==> config.mk <==
export PLATFORM = sky130hd
export DESIGN_NAME = uart_tx_feed_fifo
export DESIGN_NICKNAME = d
export VERILOG_FILES = /design/src/rtl/uart_tx_feed_fifo.sv
export SDC_FILE = /design/constraint.sdc
export NUM_CORES = 1
export LEC_CHECK = 0
export ABC_CLOCK_PERIOD_IN_PS = 3020
export CAP_MARGIN = 20
export CORE_ASPECT_RATIO = 1.1
export CORE_MARGIN = 3
export CORE_UTILIZATION = 54
export CTS_CLUSTER_SIZE = 20
export DETAILED_ROUTE_END_ITERATION = 8
export HOLD_SLACK_MARGIN = 0.08
export PLACE_DENSITY = 0.71
export SLEW_MARGIN = 30
export SYNTH_ARGS = -nofsm -noshare
export SYNTH_HDL_FRONTEND = slang
export SYNTH_SLANG_ARGS = --single-unit
==> constraint.sdc <==
create_clock -name CLK -period 3.02 [get_ports CLK]
set_input_delay 0.604 -clock CLK [delete_from_list [all_inputs] [get_ports CLK]]
set_output_delay 0.604 -clock CLK [all_outputs]
set_load 0.005 [all_outputs]
==> src/rtl/uart_tx_feed_fifo.sv <==
// Byte FIFO plus IDLE/SEND/GAP sequencer feeding a UART transmitter.
// Optional overflow flag: define TX_FEED_OVF_FLAG_EN to add OVF_Clr/OVF_Flag.
module uart_tx_feed_fifo #(
  parameter int DEPTH  = 16,
  parameter int ADDR_W = 4
) (
  input  logic              CLK,
  input  logic              RST,
  input  logic [7:0]        WR_Data,
  input  logic              WR_En,
  output logic              WR_Full,
  output logic              WR_Empty,
  output logic [ADDR_W:0]   Count,
  output logic [7:0]        TX_Data,
  output logic              TX_En_Sig,
  input  logic              TX_Done_Sig,
`ifdef TX_FEED_OVF_FLAG_EN
  input  logic              OVF_Clr,
  output logic              OVF_Flag,
`endif
  output logic              Busy
);

  typedef enum logic [1:0] {IDLE, SEND, GAP} state_t;

  localparam logic [ADDR_W:0]   CNT_ONE  = (ADDR_W+1)'(1);
  localparam logic [ADDR_W:0]   CNT_FULL = (ADDR_W+1)'(DEPTH);
  localparam logic [ADDR_W-1:0] PTR_ONE  = ADDR_W'(1);

  logic [7:0]        mem [DEPTH];
  logic [ADDR_W-1:0] wr_ptr, rd_ptr;
  logic [ADDR_W:0]   count_q, count_d;
  logic              full_q, empty_q;
  logic              pop, push, drop;

  state_t            state_q, state_d;
  logic [7:0]        tx_data_q, tx_data_d;
  logic              tx_en_q, tx_en_d;

  // A pop frees a slot on the same edge, so a full FIFO still accepts then.
  assign pop  = (state_q == IDLE) && !empty_q;
  assign push = WR_En && (!full_q || pop);
  assign drop = WR_En && !push;

  always_comb begin
    // NOTE: every signal assigned in always_comb gets a default first, so no path infers a latch.
    count_d = count_q;
    unique case ({push, pop})
      2'b10:   count_d = count_q + CNT_ONE;
      2'b01:   count_d = count_q - CNT_ONE;
      default: count_d = count_q;
    endcase
  end

  // NOTE: sequential state uses non-blocking assignments so every register samples pre-edge values.
  always_ff @(posedge CLK) begin
    if (RST) begin
      wr_ptr  <= '0;
      rd_ptr  <= '0;
      count_q <= '0;
      full_q  <= 1'b0;
      empty_q <= 1'b1;
    end else begin
      if (push) wr_ptr <= wr_ptr + PTR_ONE;
      if (pop)  rd_ptr <= rd_ptr + PTR_ONE;
      count_q <= count_d;
      full_q  <= (count_d == CNT_FULL);
      empty_q <= (count_d == '0);
    end
  end

  // NOTE: storage is not reset; pointers and flags alone decide which entries are valid.
  always_ff @(posedge CLK) begin
    if (push) mem[wr_ptr] <= WR_Data;
  end

  always_comb begin
    state_d   = state_q;
    tx_en_d   = tx_en_q;
    tx_data_d = tx_data_q;
    unique case (state_q)
      IDLE: if (!empty_q) begin
        state_d   = SEND;
        tx_en_d   = 1'b1;
        tx_data_d = mem[rd_ptr];
      end
      SEND: if (TX_Done_Sig) begin
        state_d = GAP;
        tx_en_d = 1'b0;
      end
      // One low cycle lets the transmitter rearm before the next frame.
      GAP:  state_d = IDLE;
      default: begin
        state_d = IDLE;
        tx_en_d = 1'b0;
      end
    endcase
  end

  always_ff @(posedge CLK) begin
    if (RST) begin
      state_q   <= IDLE;
      tx_en_q   <= 1'b0;
      tx_data_q <= 8'h00;
    end else begin
      state_q   <= state_d;
      tx_en_q   <= tx_en_d;
      tx_data_q <= tx_data_d;
    end
  end

`ifdef TX_FEED_OVF_FLAG_EN
  logic ovf_q;
  // A drop on the same edge as a clear keeps the flag set.
  always_ff @(posedge CLK) begin
    if (RST)          ovf_q <= 1'b0;
    else if (drop)    ovf_q <= 1'b1;
    else if (OVF_Clr) ovf_q <= 1'b0;
  end
  assign OVF_Flag = ovf_q;
`else
  logic unused_drop;
  assign unused_drop = drop;
`endif

  assign WR_Full   = full_q;
  assign WR_Empty  = empty_q;
  assign Count     = count_q;
  assign TX_Data   = tx_data_q;
  assign TX_En_Sig = tx_en_q;
  assign Busy      = (state_q != IDLE) || !empty_q;

endmodule
==> impl_metrics.yaml, run 1 <==
run_status:
  status: "completed"
sta:
  fin_crit_sh: 0.900
  relSlewSlack: 0.442
  worstMarginPinSlew_ns: 0.835
  fmax_mhz: 368
  report.final.slew_viol_count: 0
  finalSetupTns_ns: 0
  setup_viol: 0
  holdWs_ns: 0.489
  fin_skew_ns: 0.00626
  period_needed_ns: 2.72
  finalHoldViolCount: 0
  rsz0062_at_grt: "no"
  layout_setup_ws_ns: 0.301
clock_network:
  cts_made_buffers: 17
  cts_setup_buffers: 0
  clk_latency_ns: 0.42
  htreeDepth: 4
  root_buffer: "clkbuf_16"
  clkTransAtPathRegs_ns: 0.06
  cts_sinks: 154
  clockBufferDepth: 2
  cts_tree: "done"
finish:
  fillers: 736
  final_cell_mix: "edfxtp_1 (128), nor2_1 (38), clkdlybuf4s50_1 (28)"
  nets: 432
  fin_area_sq_mm: 0.00735
  seq_area_sq_mm: 0.00437
  utilization: 0.664
  antenna_cells: 0
  multi_input_area_sq_mm: 0.00167
  area_growth_pct: 19.0
  layout-drive-gt1-share: 0.189
  final_cells: 570
  layout_commonest_cell: "edfxtp_1"
critical_path:
  cp-start-kind: "flop"
  crit_required_ns: 3.37
  critPathCapture: "WR_Empty"
  cp.arrival_ns: 3.07
  r2r_end: "WR_Empty"
  rr_worst_depth: 11
  cp-end-kind: "flop"
  startpoint: "state_q[1]"
  cp_max_fo: 18
  reg2reg_slack_ns: 0.30
  crit_type: "flop to flop"
  r2r-start: "state_q[1]"
die:
  core-area_sq_mm: 0.0111
  fp.dieH_um: 118
  dieArea_sq_mm: 0.0128
  rows: 40
  fp.dieW_um: 108
  initial_core_util: 0.558
  io_pins: 29
yosys:
  yosysUniqueCellTypes: 41
  synth_area_sq_mm: 0.00617
  synth-xor-area-share: 0.0156
  yosys.area_share.simple: 0.0602
  ys_ff_latch: 154
  yosys_warnings: 0
  synth-compound-area-share: 0.0493
  synth.avg_cell_area_sq_um: 17.2
  synth-seq-area-share: 0.707
  synth_edf_count: 128
  yosys.area.top_type: "edfxtp_1"
  yosys.area.top_type_share: 0.623
  synth_nets: 379
  yosys.area_share.adder: 0.0182
  synth_async_sr_flop_share: 0
  synthMuxAreaShare: 0.127
  syn_inst: 358
  synth_ff_type: "edfxtp_1"
  synthTopCellsByArea: "edfxtp_1 (62%), dfxtp_1 (8.4%), mux4_2 (8.4%)"
  synth_top_family_by_area: "multiplexers"
global_route:
  grt_start_max_net_pins: 36
  grt_overflow: 0
  antenna_found_initial: 0
  grt_pass1_wl_um: 19000
  track_usage: 0.206
  grt_pass1_vias: 3495
route:
  wl_met3_um: 733
  dr_wl_met2_um: 6290
  drc_errors: 0
  drt-met1-wl_um: 4920
  dr.pass1.iters: 4
  vias: 3357
  drtIter0Drc: 244
  antenna_left: 0
  wl_um: 12200
  avgRoutedWirePerCell_um: 21.4
  viasPerCell: 5.89
  top_layer: "met4"
placed_design:
  place_area_sq_mm: 0.00672
  dp_hpwl_um: 7580
  placed_cells: 539
  pre_cts_slack_ns: -0.0324
  portBuffers: 28
  gp_congestion: 0.745
job:
  drv_cap: 0
power:
  total_leakage_power_nw: 2.51
  ir_worst_vdd_v: 0.000530
  finalPower_mw: 6.21
  power_density_mw_per_mm2: 846
worst_hold_path:
  min_path_type: "flop to flop"
worst min path at each step:
stage                    start         end  slack, ns  cells past startpoint
finish              TX_Data[7]  TX_Data[7]       0.49                      2
global route        TX_Data[7]  TX_Data[7]       0.51                      2
CTS                 TX_Data[7]  TX_Data[7]       0.49                      2
detailed placement  TX_Data[7]  TX_Data[7]       0.48                      2
global placement     TX_En_Sig   TX_En_Sig       0.47                      2
floorplan           state_q[1]  state_q[1]       0.45                      1
kinds of logic (layout without fill, tap and decap cells):
kind of cell / after synthesis / in the layout
buffers and inverters: 26 / 91
flip-flops: 154 / 154
XOR/XNOR: 11 / 11
AND/OR/NAND/NOR: 77 / 77
multiplexers: 35 / 35
adder cells (fa/ha/maj): 9 / 9
AO/OA/AOI/OAI: 46 / 46
area by class of cell:
| class | instances | share of cell area |
|---|---|---|
| clock inverters | 12 | 0.0269 |
| well taps | 147 | 0.0250 |
| multi-input cells | 178 | 0.227 |
| inverters | 6 | 0.00307 |
| repair buffers | 54 | 0.0647 |
| flip-flops and latches | 154 | 0.594 |
| clock buffers | 19 | 0.0589 |
timing repair:
| item | 4_1_cts | 5_1_grt |
|---|---|---|
| endpoints found under the hold margin | 0 | 0 |
| hold buffers | 0 | 0 |
| endpoints found under the setup margin | 0 | 1 |
| gates resized for setup | 0 | 1 |
flip-flops by register name (all words and copies together), names as in the netlist:
| signal | cells |
|---|---|
| mem | 128 |
| TX_Data | 8 |
| Count | 5 |
| rd_ptr | 4 |
| wr_ptr | 4 |
| state_q | 2 |
| TX_En_Sig | 1 |
| WR_Empty | 1 |
| WR_Full | 1 |
critical path, cell delays in order, from the launching register on:
cell	delay, ns
dfxtp_1	0.35
or3_1	0.45
buf_4	0.24
inv_1	0.10
ha_1	0.19
xor2_1	0.16
ha_1	0.20
a21boi_0	0.21
o21bai_1	0.11
nor4bb_1	0.15
nor3_1	0.31
a21boi_0	0.20
per-layer routing:
layer / up-vias / global-route usage
met5: - / 0
met4: 0 / 0.0726
met3: 21 / 0.0644
met2: 110 / 0.339
met1: 1712 / 0.260
li1: 1514 / -
synth_stat cells, types with 3 or more instances:
library cell	instances
edfxtp_1	128
nor2_1	38
dfxtp_1	26
mux4_2	23
a21oi_1	20
a22oi_1	16
nand2_1	11
ha_1	9
mux4_1	9
xor2_1	8
clkbuf_1	7
buf_2	6
inv_1	6
nor3_1	6
nor2b_1	4
buf_1	3
mux2i_1	3
nand4_1	3
xnor2_1	3
where the power goes:
group          switching, mW  internal (mW)  total [mW]
Combinational          0.660          0.731        1.39
Clock                  0.795           1.46        2.25
Sequential             0.124           2.44        2.57
Total                   1.58           4.63        6.21
(Power assumes the default switching activity.)
==> run 2: changes to the inputs <==
Settings changed: CAP_MARGIN 20 to 25.
==> results of run 2 <==
The final DEF is identical to that of run 1; final timing and power are the same.
==> RTL edit 1 (flow settings as in run 2) <==
The 3 states of `state_t` get a one-hot encoding in 3 bits.
--- a/src/rtl/uart_tx_feed_fifo.sv
+++ b/src/rtl/uart_tx_feed_fifo.sv
@@ -22,5 +22,5 @@
 );
 
-  typedef enum logic [1:0] {IDLE, SEND, GAP} state_t;
+  typedef enum logic [2:0] {IDLE = 3'b001, SEND = 3'b010, GAP = 3'b100} state_t;
 
   localparam logic [ADDR_W:0]   CNT_ONE  = (ADDR_W+1)'(1);
Check against the original RTL: no difference found for any inputs over 10 cycles, from zero or initial values and one cycle with RST high; not proved beyond that.
==> RTL edit 1 against run 2 <==
  * Worst setup slack gained 0.092 ns
  * Combinational power up 3%
  * Power fell by 0.79%
  * Routed wire length decreased by 5.8%
  * Sequential cell count grew 1
  * Synthesized area rose by 2.1%
  * Die area up 2.0%
  * Fmax is 3.5% higher
  * Core utilization grew 0.19 points
  * Global-route usage decreased by 1.3 points
  * Design area is 1.2% higher
  * Critical path type unchanged
  * Critical endpoint is now WR_Full
==> RTL edit 1: results (changes against run 2) <==
status completed; Static Leakage 2.57 nW (+2.6%); reg2reg setup slack 0.39 ns (+0.09 ns); hold_sp TX_Data[3]; share of layout cells above drive strength 1 18.5% (-0.37 points); slowest stage delay, CP 0.39 ns (-0.06 ns); WP data arrival 2.93 ns (-0.14 ns); r2r startpoint state_q[2]; gr usage total 19.4% (-1.3 points); fin crit period 2.63 ns (-0.0917 ns); synth top area cells edfxtp_1, dfxtp_1, mux4_1; placed inst area 6820 µm² (+1.6%); Hold Slack 0.496 ns (+0.00695 ns); hold endpoint TX_Data[3]; FF-to-FF End WR_Full; Synth cell types 43 (+4.9%); largest net degree at the start of global routing 35 (-2.8%); met3 usage in global routing 4.72% (-1.7 points); Max Clock Skew 0.00554 ns (-0.000717 ns); final WL 11500 µm (-5.8%); VDD IR max 0.404 mV (-24%); GR Util met1 24.4% (-1.6 points); gpl congestion 0.761 (+2.1%); top post-synthesis cells by count edfxtp_1, nor2_1, dfxtp_1; Worst-Margin Slew 0.692 ns (-0.143 ns); dpl ws 0.0857 ns (+0.118 ns); vias post-DR 3250 (-3.2%); first-pass GRT wire length 18200 µm (-4.4%); sequential area share after synthesis 69.6% (-1.1 points); HPWL Detailed 7530 µm (-0.55%)
[RTL edit 1: how the worst max path moves through the flow]
stage,startpoint,end,slack [ns]
CTS,state_q[2],WR_Full,0.36
detailed placement,WR_En,WR_Full,0.09
floorplan,state_q[2],WR_Full,0.29
global placement,WR_En,WR_Full,0.13
global route,state_q[2],WR_Full,0.24
finish,state_q[2],WR_Full,0.39
[RTL edit 1: cell families (layout without fill, tap and decap cells)]
group / Yosys count / after routing / synth area share, %
buf+inv: 26 / 91 / 2.46
xor+xnor: 10 / 10 / 1.39
mux: 46 / 46 / 14.6
flops: 155 / 155 / 69.6
simple gates: 81 / 81 / 6.24
fa+ha+maj: 9 / 9 / 1.79
compound gates: 34 / 34 / 3.97
[RTL edit 1: through the flow]
step                cells  utilization [%]
global route          573             66.6
CTS                   573             66.6
global placement      541             61.1
finish                573             66.6
floorplan             361                -
detailed placement    541             61.1
[RTL edit 1: power breakdown]
part / internal, mW / leakage [nW] / switching [mW] / total [mW]
logic: 0.755 / 0.898 / 0.673 / 1.43
clock network: 1.32 / 0.297 / 0.833 / 2.15
registers: 2.46 / 1.38 / 0.127 / 2.59
total: 4.53 / 2.57 / 1.63 / 6.16
[RTL edit 1: worst max-delay path, delay by kind of cell (launching register included)]
kind                     cells  cell delay, ns
AND/OR/NAND/NOR              1            0.36
flip-flops                   1            0.36
XOR/XNOR                     1            0.18
multiplexers                 1            0.39
adder cells (fa/ha/maj)      2            0.42
buffers and inverters        1            0.05
AO/OA/AOI/OAI                5            0.76
[RTL edit 1: per-layer routing]
metal,part of all wire [%],up-vias
li1,-,1522
met1,42,1646
met2,54,69
met3,3.5,13
met4,1.1,0
met5,0,-
[RTL edit 1: layout make-up]
cell class	count	area (µm²)
multi-input cells	180	1760
clock buffers	17	425
inverters	6	22.5
fillers	750	3730
clock inverters	15	188
well taps	147	184
repair buffers	53	468
flip-flops and latches	155	4390
==> RTL edit 2 (config.mk and constraints of run 2) <==
Without the edit above. The option `TX_FEED_OVF_FLAG_EN` is turned on by a define.
--- a/src/rtl/uart_tx_feed_fifo.sv
+++ b/src/rtl/uart_tx_feed_fifo.sv
@@ -1,4 +1,6 @@
 // Byte FIFO plus IDLE/SEND/GAP sequencer feeding a UART transmitter.
 // Optional overflow flag: define TX_FEED_OVF_FLAG_EN to add OVF_Clr/OVF_Flag.
+`define TX_FEED_OVF_FLAG_EN
+
 module uart_tx_feed_fifo #(
   parameter int DEPTH  = 16,
Interface: changed (added OVF_Clr and OVF_Flag); port bits go from 29 to 31. No check against the original RTL was run, so the function may have changed too.
==> RTL edit 2 against run 2 <==
  * Synthesized cell count is 1.1% higher
  * Synthesized area up 1.1%
  * Power fell by 1.9%
  * Routed wire length up 2.8%
  * Die area up 1.0%
  * Sequential cell count rose by 1
  * Design area is 0.58% higher
  * Worst setup slack got worse by 0.016 ns
==> RTL edit 2: results (changes against run 2) <==
status completed; hold_sp OVF_Flag; switching power 1.60 mW (+1.3%); vias in the first global route 3359 (-3.9%); Net Sw Frac 26.2% (+0.81 points); Hold Slack 0.485 ns (-0.00455 ns); gr usage total 21.0% (+0.40 points); non-clock buffer count 58 (+7.4%); synth top area cells edfxtp_1, dfxtp_1, mux4_2; fillers 781 (+6.1%); final WL 12500 µm (+2.8%); share of layout cells above drive strength 1 18.3% (-0.63 points); fraction of area in multi-input gates 22.8% (+0.089 points); fin nets 441 (+2.1%); DP Cell Count 547 (+1.5%); PortBufs 30 (+7.1%); gpl congestion 0.754 (+1.2%); Gate power share 23.5% (+1.1 points); Die X 108 µm (+0.50%); TritonRoute pass-1 iters 5 (+1); dpl ws -0.0895 ns (-0.0571 ns); placed inst area 6800 µm² (+1.3%); Non-clk invs 7 (+1); CP top delay family compound AO/OA/AOI/OAI gates; clock network share of area 7.92% (-0.66 points); Finished Layout Cells 579 (+1.6%); Seq pwr share 42.1% (+0.8 points); multi-input combinational cell count 180 (+1.1%); sequential area share after synthesis 70.3% (-0.42 points); top post-synthesis cells by count edfxtp_1, nor2_1, dfxtp_1; CP Max Fanout 11 (-7); synthesized area per cell 17.2 µm² (about the same); hold endpoint OVF_Flag; final period utilization 90.6% (+0.54 points); sequential cell area 4390 µm² (+0.46%); Synth cell types 44 (+7.3%); drt via density 5.92 (+0.50%); reg2reg setup slack 0.28 ns (-0.02 ns); Static Leakage 2.52 nW (+0.64%)
==> RTL edit 2: cell count changes in the layout (fill, tap and decap cells not counted), sizes merged <==
cell,change
clkbuf,+1
dfxtp,+1
nor2b,-1
bufinv,-2
nor2,+1
clkinvlp,+1
buf,+2
and2b,+1
a32oi,+1
clkdlybuf4s50,+2
clkinv,+2
==> RTL edit 2: cell families (layout without fill, tap and decap cells) <==
kind of cell,after synthesis,after routing,share of synthesized area (%)
adder cells (fa/ha/maj),9,9,1.81
AO/OA/AOI/OAI,47,47,4.89
flip-flops,155,155,70.3
multiplexers,35,35,12.7
XOR/XNOR,11,11,1.54
AND/OR/NAND/NOR,78,78,6.08
buffers and inverters,27,97,2.71
==> RTL edit 2: metal layers <==
metal,track usage [%],part of all wire [%]
met4,7.10,1.5
met1,28.2,41
met3,4.42,6.1
met5,0,0
met2,34.4,52
